===== config.mk =====
export PLATFORM = sky130hd
export DESIGN_NAME = alu_cmd_seq
export DESIGN_NICKNAME = d
export VERILOG_FILES = /design/src/rtl/alu_cmd_seq.sv
export SDC_FILE = /design/constraint.sdc
export NUM_CORES = 1
export LEC_CHECK = 0
export CORE_MARGIN = 1
export CORE_UTILIZATION = 55
export CTS_CLUSTER_DIAMETER = 120
export DETAILED_ROUTE_END_ITERATION = 8
export PLACE_DENSITY = 0.92
export SLEW_MARGIN = 10
export SYNTH_ARGS = -nofsm -noshare
export SYNTH_HDL_FRONTEND = slang
export SYNTH_SLANG_ARGS = --single-unit

===== constraint.sdc =====
create_clock -name clk -period 3.1 [get_ports clk]
set_input_delay 0.62 -clock clk [delete_from_list [all_inputs] [get_ports clk]]
set_output_delay 0.62 -clock clk [all_outputs]
set_load 0.02 [all_outputs]

===== src/rtl/alu_cmd_seq.sv =====
// alu_cmd_seq: FIFO-buffered command sequencer wrapping a combinational 4-bit ALU as an accumulator machine.
// Define ALU_CMD_SEQ_STICKY_OF_EN to make flag_o sticky until the next ld command.
module alu_cmd_seq #(
    parameter int DEPTH = 4
) (
    input  logic                     clk,
    input  logic                     rst,
    input  logic                     cmd_valid,
    output logic                     cmd_ready,
    input  logic [2:0]               cmd_op,
    input  logic [3:0]               cmd_b,
    input  logic                     cmd_ld,
    output logic [3:0]               alu_a,
    output logic [3:0]               alu_b,
    output logic [2:0]               alu_op,
    input  logic [3:0]               alu_result,
    input  logic                     alu_zero,
    input  logic                     alu_c_out,
    input  logic                     alu_of,
    output logic [3:0]               acc,
    output logic                     flag_z,
    output logic                     flag_c,
    output logic                     flag_o,
    output logic                     rsp_valid,
    input  logic                     rsp_ready,
    output logic [3:0]               rsp_data,
    output logic                     busy,
    output logic [$clog2(DEPTH):0]   count
);
    localparam int AW = $clog2(DEPTH);

    typedef enum logic [1:0] {IDLE, ISSUE, RESP} state_t;

    state_t        r_state;
    logic [7:0]    r_mem [DEPTH];
    logic [AW-1:0] r_wp, r_rp;
    logic [AW:0]   r_count;
    logic [3:0]    r_acc, r_alu_a, r_alu_b;
    logic [2:0]    r_alu_op;
    logic          r_flag_z, r_flag_c, r_flag_o, r_rsp_valid;
    logic          w_push, w_pop;
    logic [7:0]    w_head;

    assign w_head    = r_mem[r_rp];
    assign cmd_ready = r_count != (AW+1)'(DEPTH);
    assign w_push    = cmd_valid & cmd_ready;
    assign w_pop     = r_state == ISSUE;
    assign alu_a     = r_alu_a;
    assign alu_b     = r_alu_b;
    assign alu_op    = r_alu_op;
    assign acc       = r_acc;
    assign rsp_data  = r_acc;
    assign flag_z    = r_flag_z;
    assign flag_c    = r_flag_c;
    assign flag_o    = r_flag_o;
    assign rsp_valid = r_rsp_valid;
    assign count     = r_count;
    assign busy      = (r_state != IDLE) || (r_count != '0);

    always_ff @(posedge clk)
        if (w_push) r_mem[r_wp] <= {cmd_ld, cmd_op, cmd_b};

    always_ff @(posedge clk or posedge rst) begin
        if (rst) begin
            r_state     <= IDLE;
            r_wp        <= '0;
            r_rp        <= '0;
            r_count     <= '0;
            r_acc       <= '0;
            r_alu_a     <= '0;
            r_alu_b     <= '0;
            r_alu_op    <= '0;
            r_flag_z    <= 1'b0;
            r_flag_c    <= 1'b0;
            r_flag_o    <= 1'b0;
            r_rsp_valid <= 1'b0;
        end else begin
            r_count <= r_count + (AW+1)'(w_push) - (AW+1)'(w_pop);
            if (w_push) r_wp <= r_wp + AW'(1);
            if (w_pop) r_rp <= r_rp + AW'(1);
            case (r_state)
                IDLE: if (r_count != '0) begin
                    r_alu_a  <= r_acc;
                    r_alu_b  <= w_head[3:0];
                    r_alu_op <= w_head[6:4];
                    r_state  <= ISSUE;
                end
                ISSUE: begin
                    // head is still at r_rp here; it is popped on this same edge
                    r_acc    <= w_head[7] ? w_head[3:0] : alu_result;
                    r_flag_z <= w_head[7] ? r_flag_z : alu_zero;
                    r_flag_c <= w_head[7] ? r_flag_c : alu_c_out;
`ifdef ALU_CMD_SEQ_STICKY_OF_EN
                    r_flag_o <= w_head[7] ? 1'b0 : (r_flag_o | alu_of);
`else
                    r_flag_o <= w_head[7] ? r_flag_o : alu_of;
`endif
                    r_rsp_valid <= 1'b1;
                    r_state     <= RESP;
                end
                RESP: if (rsp_ready) begin
                    r_rsp_valid <= 1'b0;
                    r_state     <= IDLE;
                end
                default: r_state <= IDLE;
            endcase
        end
    end
endmodule


==> reports/qor.csv, run 1 <==
metric;value;unit
status;complete, no violations;
# IOs;47;
Pins Over Slew Limit;0;
grt ovf;0;
1st-iter DRT viols;63;
Final Hold Slack;0.503;ns
routability congestion estimate;0.679;
Die X;68.7;um
Net Sw Power;1170;uW
CTS Buf Count;9;
clock root buffer;clkbuf_8;
hold crit path type;flop to flop;
Worst EP arrival;1.77;ns
Top Layer Used;met4;
Seq/Total Area, Yosys;0.679;
CTS tree;yes;
Setup TNS;0;ns
worst skew pair latency;0.33;ns
share of cells above drive strength 1;0.172;
worst vdd ir;0.613;mV
maximum clock path buffer count;2;
post-cts sizing count;0;
Slew @ Worst Pin;0.573;ns
WS Path Type;flop to output pin;
Worst setup EP type;output pin;
CTS clk-pin slew, worst paths;0.07;ns
synthesized area;2450;sq um
largest fanout on the critical path;6;
Worst setup SP type;flop;
H-tree Lvls;3;
Synth warnings;0;
Comb power frac;0.406;
Initial Utilization;0.591;
row cnt;23;
Fmax;419;MHz
Final Cycle Share;0.770;
Mean Syn Cell Area;17.1;sq um
Final ANT Viol Nets;0;
DRT Wirelength;4300;um
diode count;0;
via count;1366;
clock power share;0.202;
Post-Syn Nets;169;
Yosys cell types;25;
CORE AREA;4140;sq um
Synth-to-Final Area Change;27.6;%
first drt pass iteration count;4;
Max Cap Viol;0;
Avg WL per Cell;17.3;um
first-pass GRT wire length;6710;um
skew final;0.00643;ns
met1 wire length;1750;um
power density over the cells;1090;nW/um^2
wire length on met2;2130;um
Pleak;0.00125;uW
Die Area;4720;sq um
GRT Total Usage;0.214;
Met3 Wirelength;322;um
hpwl dp;3060;um
Die Y;68.7;um
post-CTS setup buffer count;0;
initial antenna violation count;0;
Fin. Hold Viols;0;
vias in the first global route;1400;
FF+latch count, synth;60;
Residual DRC;0;
Reg power frac;0.392;
I/O Buffers;46;
RSZ-0062 raised after global routing;no;
Slew headroom;0.618;
Int Pwr;2230;uW
DR vias/cell;5.51;
worst endpoint required time;2.48;ns
fin crit period;2.39;ns
fin nets;219;
final setup fails;0;
CTS Hold Bufs;0;
cell count after synthesis;143;
clock tree sinks;60;
pin count of the biggest net entering global routing;29;
Sw Share;0.345;
## placed cells by master (no fill, tap or decap)
| cell type | synthesis | layout |
|---|---|---|
| nor3_1 | 1 | 1 |
| inv_1 | 10 | 10 |
| clkbuf_8 | 0 | 9 |
| ha_1 | 6 | 6 |
| clkinvlp_4 | 0 | 2 |
| buf_4 | 4 | 1 |
| and2_1 | 1 | 1 |
| inv_6 | 0 | 1 |
| a21oi_1 | 2 | 2 |
| mux4_2 | 1 | 1 |
| bufinv_16 | 0 | 1 |
| nor2_1 | 1 | 1 |
| or3b_1 | 1 | 1 |
| and3_1 | 4 | 4 |
| o21ai_0 | 5 | 5 |
| mux2_2 | 15 | 15 |
| dfrtp_1 | 28 | 28 |
| nor2_4 | 1 | 1 |
| clkinv_4 | 0 | 2 |
| mux2i_1 | 4 | 4 |
| fa_1 | 1 | 1 |
| nand2b_1 | 3 | 3 |
| clkdlybuf4s50_1 | 0 | 46 |
| clkinv_2 | 0 | 1 |
| nand2_1 | 7 | 7 |
| edfxtp_1 | 32 | 32 |
| xnor2_1 | 5 | 5 |
| mux4_1 | 7 | 7 |
## metrics by stage
step / instance area, sq um / std cells / utilization / worst slack (ns) / power (uW)
after global routing: 3120 / 248 / 0.754 / 0.611 / 3620
after CTS: 3120 / 248 / 0.754 / 0.693 / 3450
final: 3120 / 248 / 0.754 / 0.714 / 3400
after global placement: 2920 / 232 / 0.706 / 0.512 / 2640
after floorplan: 2450 / 143 / - / 0.734 / 2230
after detailed placement: 2920 / 232 / 0.706 / 0.417 / 2740
## routing by layer
metal,up-vias,global-route usage
met5,-,0
met4,0,0.105
li1,620,-
met3,9,0.0921
met1,677,0.238
met2,60,0.353
## power by group through the flow
| stage | logic [uW] | clock network (uW) | registers (uW) |
|---|---|---|---|
| after detailed placement | 1390 | 0 | 1350 |
| after CTS | 1400 | 710 | 1340 |
| after floorplan | 783 | 0 | 1440 |
| after global placement | 1320 | 0 | 1310 |
| final | 1380 | 686 | 1330 |
| after global routing | 1510 | 740 | 1370 |
## cells by family (layout without fill, tap and decap cells)
group | count (synthesis) | after routing | share of synthesized area
DFF | 60 | 60 | 0.679
muxes | 27 | 27 | 0.170
and+or+nand+nor | 19 | 19 | 0.0429
buffers and inverters | 18 | 73 | 0.0378
adders and majority gates | 7 | 7 | 0.0388
AOI/OAI and AO/OA | 7 | 7 | 0.0143
xor gates and xnor gates | 5 | 5 | 0.0179
## flip-flops by register name, summed over array words and instances (netlist names), 3 cells and up
name	count
r_mem	32
acc	4
alu_a	4
alu_b	4
alu_op	3
count	3
## critical path, stage by stage, from the launching register on
cell and delay (ns):
dfrtp_1 0.41, or3b_1 0.46, clkdlybuf4s50_1 0.57
## cell usage after synthesis
library cell / count / area [sq um]
edfxtp_1: 32 / 961
dfrtp_1: 28 / 701
mux2_2: 15 / 169
inv_1: 10 / 37.5
mux4_1: 7 / 184
nand2_1: 7 / 26.3
ha_1: 6 / 75.1
o21ai_0: 5 / 25.0
xnor2_1: 5 / 43.8
and3_1: 4 / 25.0
buf_4: 4 / 30.0
mux2i_1: 4 / 40.0
nand2b_1: 3 / 18.8
a21oi_1: 2 / 10.0
and2_1: 1 / 6.26
buf_2: 1 / 5.00
buf_6: 1 / 11.3
clkbuf_1: 1 / 3.75
clkbuf_2: 1 / 5.00
fa_1: 1 / 20.0
mux4_2: 1 / 22.5
nor2_1: 1 / 3.75
nor2_4: 1 / 11.3
nor3_1: 1 / 5.00
or3b_1: 1 / 8.76
## final timing paths
kind | from | endpoint | slack, ns | cells past startpoint
hold reg to reg | alu_a[2] | alu_a[2] | 0.50 | 1
min in group asynchronous | rst | acc[2] | 0.69 | 3
setup / recovery | count[1] | cmd_ready | 0.71 | 2
setup reg to reg | r_state[1] | count[2] | 0.81 | 8
hold / removal | alu_a[2] | alu_a[2] | 0.50 | 1
max in group asynchronous | rst | alu_a[1] | 2.15 | 3
## cell type report
cell class | instances | area [sq um]
Tap cell | 50 | 62.6
Fill cell | 258 | 1020
Clock buffer | 9 | 124
Clock inverter | 7 | 76.3
Inverter | 10 | 37.5
Timing Repair Buffer | 47 | 468
Sequential cell | 60 | 1660
Multi-Input combinational cell | 65 | 694
Note: power is estimated with default switching activity, not from simulation.
==> inputs of run 2 (changes only) <==
--- a/config.mk
+++ b/config.mk
@@ -6,10 +6,10 @@
 export NUM_CORES = 1
 export LEC_CHECK = 0
 export CORE_MARGIN = 1
-export CORE_UTILIZATION = 55
+export CORE_UTILIZATION = 51
 export CTS_CLUSTER_DIAMETER = 120
 export DETAILED_ROUTE_END_ITERATION = 8
-export PLACE_DENSITY = 0.92
+export PLACE_DENSITY = 0.87
 export SLEW_MARGIN = 10
 export SYNTH_ARGS = -nofsm -noshare
 export SYNTH_HDL_FRONTEND = slang
==> constraint.sdc (replaced) <==
create_clock -name clk -period 2.3 [get_ports clk]
set_input_delay 0.46 -clock clk [delete_from_list [all_inputs] [get_ports clk]]
set_output_delay 0.46 -clock clk [all_outputs]
set_load 0.02 [all_outputs]
==> run 2 against run 1 <==
Against the previous run: sequential share of layout area fell by 2.0 points; flip-flop and latch count did not move; core utilization fell by 2.9 points; register-to-register slack got worse by 0.68 ns; the flow now finishes with violations (design-rule violations); via count rose by 1.5%; non-clock buffer count rose by 9.
==> reports/qor.csv, run 2 (same netlist as run 1, synthesis figures left out) <==
metric;value;unit;change
status;finished, violations left;;was complete, no violations
failing checks;design-rule violations;;
CP startpoint;count[1];;unchanged
Post-DP Area;2960;sq um;was 2920 sq um
DRT Wirelength;4560;um;was 4300 um
RSZ-0062 raised after global routing;no;;unchanged
Initial Utilization;0.547;;was 0.591
Max Cap Viol;0;;unchanged
largest reg by FF count;r_mem;;unchanged
hold crit path type;flop to flop;;unchanged
vias in the first global route;1447;;was 1400
worst setup margin;0.124;ns;was 0.714 ns
Residual DRC;4;;was 0
Largest register FFs;32;;unchanged
fin crit period;2.18;ns;
first drt pass iteration count;6;;was 4
fin area;3250;sq um;was 3120 sq um
power density over the cells;1530;nW/um^2;was 1090 nW/um^2
Pins Over Slew Limit;0;;unchanged
Multi-input gate area;707;sq um;was 694 sq um
pre-CTS WS;-0.152;ns;was 0.417 ns
via count;1386;;was 1366
final setup fails;0;;unchanged
Fmax;459;MHz;
grt ovf;0;;unchanged
fill count;279;;was 258
Die Area;5080;sq um;was 4720 sq um
Cell Count, Final, Fillers Out;259;;was 248
worst endpoint required time;1.84;ns;was 2.48 ns
Slew headroom;0.586;;was 0.618
1st-iter DRT viols;57;;was 63
fin nets;228;;was 219
clock root buffer;clkbuf_8;;unchanged
Die X;71.3;um;was 68.7 um
Worst setup EP type;output pin;;unchanged
Die Y;71.3;um;was 68.7 um
clock tree sinks;60;;unchanged
skew final;0.00805;ns;was 0.00643 ns
hpwl dp;3200;um;was 3060 um
Reg power frac;0.354;;was 0.392
Final Power;4960;uW;was 3400 uW
Avg WL per Cell;17.6;um;was 17.3 um
Pleak;0.00132;uW;was 0.00125 uW
I/O Buffers;46;;unchanged
CP top delay family;buffers and inverters;;unchanged
Int Pwr;3330;uW;was 2230 uW
row cnt;24;;was 23
commonest cells after routing, fill and taps aside;clkdlybuf4s50_1, edfxtp_1, dfrtp_1;;unchanged
crit path buf inv count;2;;was 1
maximum clock path buffer count;2;;unchanged
Final ANT Viol Nets;0;;unchanged
CTS clk-pin slew, worst paths;0.06;ns;was 0.07 ns
largest fanout on the critical path;3;;was 6
Fin. Hold Viols;0;;unchanged
CTS Buf Count;9;;unchanged
routability congestion estimate;0.709;;was 0.679
Worst setup SP type;flop;;unchanged
share of cells above drive strength 1;0.222;;was 0.172
clock power share;0.226;;was 0.202
area occupied by registers;1660;sq um;unchanged
Placed Cells incl. Taps;238;;was 232
CORE AREA;4470;sq um;was 4140 sq um
pin count of the biggest net entering global routing;29;;unchanged
WS Path Type;flop to output pin;;unchanged
Slew @ Worst Pin;0.621;ns;was 0.573 ns
diode count;0;;unchanged
Comb power frac;0.419;;was 0.406
Final Cycle Share;0.946;;
Net Sw Power;1630;uW;was 1170 uW
Final Hold Slack;0.507;ns;was 0.503 ns
Sw Share;0.329;;was 0.345
Critical R2R Launch;count[2];;was r_state[1]
cells along the critical path;buf_4 -> nor3_1 -> nand2_1 -> clkdlybuf4s50_1;;was or3b_1 -> clkdlybuf4s50_1
initial antenna violation count;0;;unchanged
Hold Crit Start;alu_op[1];;was alu_a[2]
CP max-delay cell;clkdlybuf4s50_1;;unchanged
worst skew pair latency;0.33;ns;about the same
CTS tree;yes;;unchanged
commonest non-fill, non-tap cell in the layout;clkdlybuf4s50_1;;unchanged
# IOs;47;;unchanged
Synth-to-Final Area Change;32.5;%;was 27.6%
DR vias/cell;5.35;;was 5.51
first-pass GRT wire length;7250;um;was 6710 um
H-tree Lvls;3;;unchanged
GRT Total Usage;0.200;;was 0.214
Slowest Stage Delay on Critical Path;0.54;ns;was 0.57 ns
worst vdd ir;0.737;mV;was 0.613 mV
Worst EP arrival;1.72;ns;was 1.77 ns
==> run 2: through the flow <==
step	setup TNS, ns	utilization
finish	0	0.725
detailed placement	-0.152	0.661
floorplan	0	-
global placement	-0.0325	0.661
global route	0	0.725
CTS	0	0.715
==> run 2: power by group through the flow <==
stage	sequential (uW)	clock [uW]	combinational (uW)
2_1_floorplan	1950	0	1060
3_3_place_gp	1740	0	1870
6_report	1760	1120	2080
4_1_cts	1770	1130	2010
5_1_grt	1800	1180	2230
3_5_place_dp	1790	0	2000
==> run 2: path summary, 6_finish.rpt <==
check	end	slack [ns]	cells after the start
worst min register to register	alu_op[1]	0.51	1
worst max register to register	count[2]	0.13	9
worst max-delay path	busy	0.12	4
min in group asynchronous	flag_o	0.55	3
worst min-delay path	alu_op[1]	0.51	1
max in group asynchronous	rsp_valid	1.48	3
==> run 2: layer usage <==
layer | routed length (um) | GRT usage | part of all wire
met4 | 87 | 0.0933 | 0.019
met3 | 180 | 0.0577 | 0.039
met1 | 1880 | 0.238 | 0.41
met2 | 2420 | 0.338 | 0.53
met5 | 0 | 0 | 0
==> run 2: cell type report <==
class	count	area share
flip-flops and latches	60	0.512
multi-input cells	65	0.218
repair buffers	56	0.165
clock buffers	9	0.0382
clock inverters	7	0.0355
well taps	52	0.0200
inverters	10	0.0116
==> run 2: repair_timing <==
action,CTS,global route
setup endpoints to repair,0,1
resized for setup,0,2
hold endpoints to repair,0,0
hold buffers,0,0
setup buffers,0,5
==> inputs of run 3 (changes only) <==
--- a/config.mk
+++ b/config.mk
@@ -9,8 +9,8 @@
 export CORE_UTILIZATION = 51
 export CTS_CLUSTER_DIAMETER = 120
 export DETAILED_ROUTE_END_ITERATION = 8
+export MAX_ROUTING_LAYER = met4
 export PLACE_DENSITY = 0.87
-export SLEW_MARGIN = 10
 export SYNTH_ARGS = -nofsm -noshare
 export SYNTH_HDL_FRONTEND = slang
 export SYNTH_SLANG_ARGS = --single-unit
==> constraint.sdc (replaced) <==
create_clock -name clk -period 2.4 [get_ports clk]
set_input_delay 0.48 -clock clk [delete_from_list [all_inputs] [get_ports clk]]
set_output_delay 0.48 -clock clk [all_outputs]
set_load 0.02 [all_outputs]
==> run 3 against run 2 <==
Against the previous run: first-iteration DRC count rose by 72%; the flow still finishes with violations (design-rule violations); register-to-register slack improved by 0.03 ns; flip-flop and latch count unchanged; largest power group unchanged; global-route usage is 0.19 points lower; die area stayed put; via count down 2.2%; combinational power shrank 11%.
==> reports/qor.csv, run 3 (same netlist as run 1, synthesis figures left out) <==
metric;value;unit;change
initial antenna violation count;0;;unchanged
Die Y;71.3;um;unchanged
Die Area;5080;sq um;unchanged
Largest register FFs;32;;unchanged
final core occ;0.704;;was 0.725
1st-iter DRT viols;98;;was 57
post-CTS setup buffer count;0;;unchanged
worst skew pair latency;0.32;ns;was 0.33 ns
hold crit path type;flop to flop;;unchanged
worst setup margin;0.150;ns;was 0.124 ns
DRT Wirelength;4260;um;was 4560 um
Pleak;0.00128;uW;was 0.00132 uW
skew final;0.00616;ns;was 0.00805 ns
CTS clk-pin slew, worst paths;0.07;ns;was 0.06 ns
Final Cycle Share;0.937;;
CTS tree;yes;;unchanged
Synth-to-Final Area Change;28.6;%;was 32.5%
first-pass GRT wire length;6960;um;was 7250 um
Worst setup SP type;flop;;unchanged
power density over the cells;1400;nW/um^2;was 1530 nW/um^2
first drt pass iteration count;7;;was 6
Avg WL per Cell;16.8;um;was 17.6 um
largest fanout on the critical path;6;;was 3
routability congestion estimate;0.738;;was 0.709
commonest non-fill, non-tap cell in the layout;clkdlybuf4s50_1;;unchanged
post-cts sizing count;0;;unchanged
diode count;0;;unchanged
worst endpoint required time;1.92;ns;was 1.84 ns
Max Cap Viol;0;;unchanged
Slowest Stage Delay on Critical Path;0.57;ns;was 0.54 ns
largest reg by FF count;r_mem;;unchanged
WS Path Type;flop to output pin;;unchanged
DR vias/cell;5.33;;was 5.35
clock tree sinks;60;;unchanged
# IOs;47;;unchanged
share of cells above drive strength 1;0.183;;was 0.222
fin crit period;2.25;ns;
Worst setup EP type;output pin;;unchanged
Slew @ Worst Pin;0.559;ns;was 0.621 ns
CP max-delay cell;clkdlybuf4s50_1;;unchanged
GRT Total Usage;0.198;;was 0.200
CTS Buf Count;9;;unchanged
CORE AREA;4470;sq um;unchanged
Fin. Hold Viols;0;;unchanged
CTS Hold Bufs;0;;unchanged
via count;1355;;was 1386
row cnt;24;;unchanged
maximum clock path buffer count;2;;unchanged
Die X;71.3;um;unchanged
failing checks;design-rule violations;;unchanged
Worst EP arrival;1.77;ns;was 1.72 ns
commonest cells after routing, fill and taps aside;clkdlybuf4s50_1, edfxtp_1, dfrtp_1;;unchanged
vias in the first global route;1469;;was 1447
pin count of the biggest net entering global routing;29;;unchanged
pre-CTS WS;-0.0182;ns;was -0.152 ns
clock root buffer;clkbuf_8;;unchanged
status;finished, violations left;;unchanged
grt ovf;0;;unchanged
Slew headroom;0.627;;was 0.586
final setup fails;0;;unchanged
Initial Utilization;0.547;;unchanged
Fmax;444;MHz;
Final ANT Viol Nets;0;;unchanged
Pins Over Slew Limit;0;;unchanged
hpwl dp;3150;um;was 3200 um
fin nets;223;;was 228
cells along the critical path;or3b_1 -> clkdlybuf4s50_1;;was buf_4 -> nor3_1 -> nand2_1 -> clkdlybuf4s50_1
H-tree Lvls;3;;unchanged
worst vdd ir;0.965;mV;was 0.737 mV
Residual DRC;7;;was 4
I/O Buffers;46;;unchanged
RSZ-0062 raised after global routing;no;;unchanged
==> run 3: final timing paths <==
path	from	cells after the start	end	slack [ns]
min	alu_op[0]	1	alu_op[0]	0.50
max	count[1]	2	cmd_ready	0.15
max in group asynchronous	rst	3	r_wp[1]	1.61
max reg2reg	count[1]	9	count[2]	0.16
min in group asynchronous	rst	3	rsp_valid	0.52
min reg2reg	alu_op[0]	1	alu_op[0]	0.50
==> run 3: layout make-up <==
| cell class | instances | area [sq um] |
|---|---|---|
| repair buffers | 51 | 498 |
| well taps | 52 | 65.1 |
| inverters | 10 | 37.5 |
| fillers | 291 | 1330 |
| clock buffers | 11 | 141 |
| multi-input cells | 65 | 694 |
| flip-flops and latches | 60 | 1660 |
| clock inverters | 5 | 51.3 |
==> run 3: worst max-delay path: cells and delay by family (launching register included) <==
kind / cells / cell delay, ns
DFF: 1 / 0.41
and+or+nand+nor: 1 / 0.47
buffers and inverters: 1 / 0.57
==> run 3: metrics by stage <==
step	cells	TNS, ns	cell area [sq um]	total power [uW]	hold WS [ns]
after floorplan	143	0	2450	2880	0.476
after global placement	238	0	2960	3450	0.487
after detailed placement	238	-0.0182	2960	3590	0.492
after CTS	254	0	3150	4460	0.507
after global routing	254	0	3150	4670	0.535
final	254	0	3150	4410	0.504
==> run 3: power breakdown <==
part / switching [uW] / internal [uW]
clock network: 361 / 503
logic: 894 / 962
registers: 220 / 1470
total: 1480 / 2930
==> run 3: layer usage <==
layer	vias up	part of all wire	track usage
li1	624	-	-
met4	0	0.013	0.113
met5	-	0	-
met1	674	0.43	0.231
met2	51	0.51	0.312
met3	6	0.049	0.0520
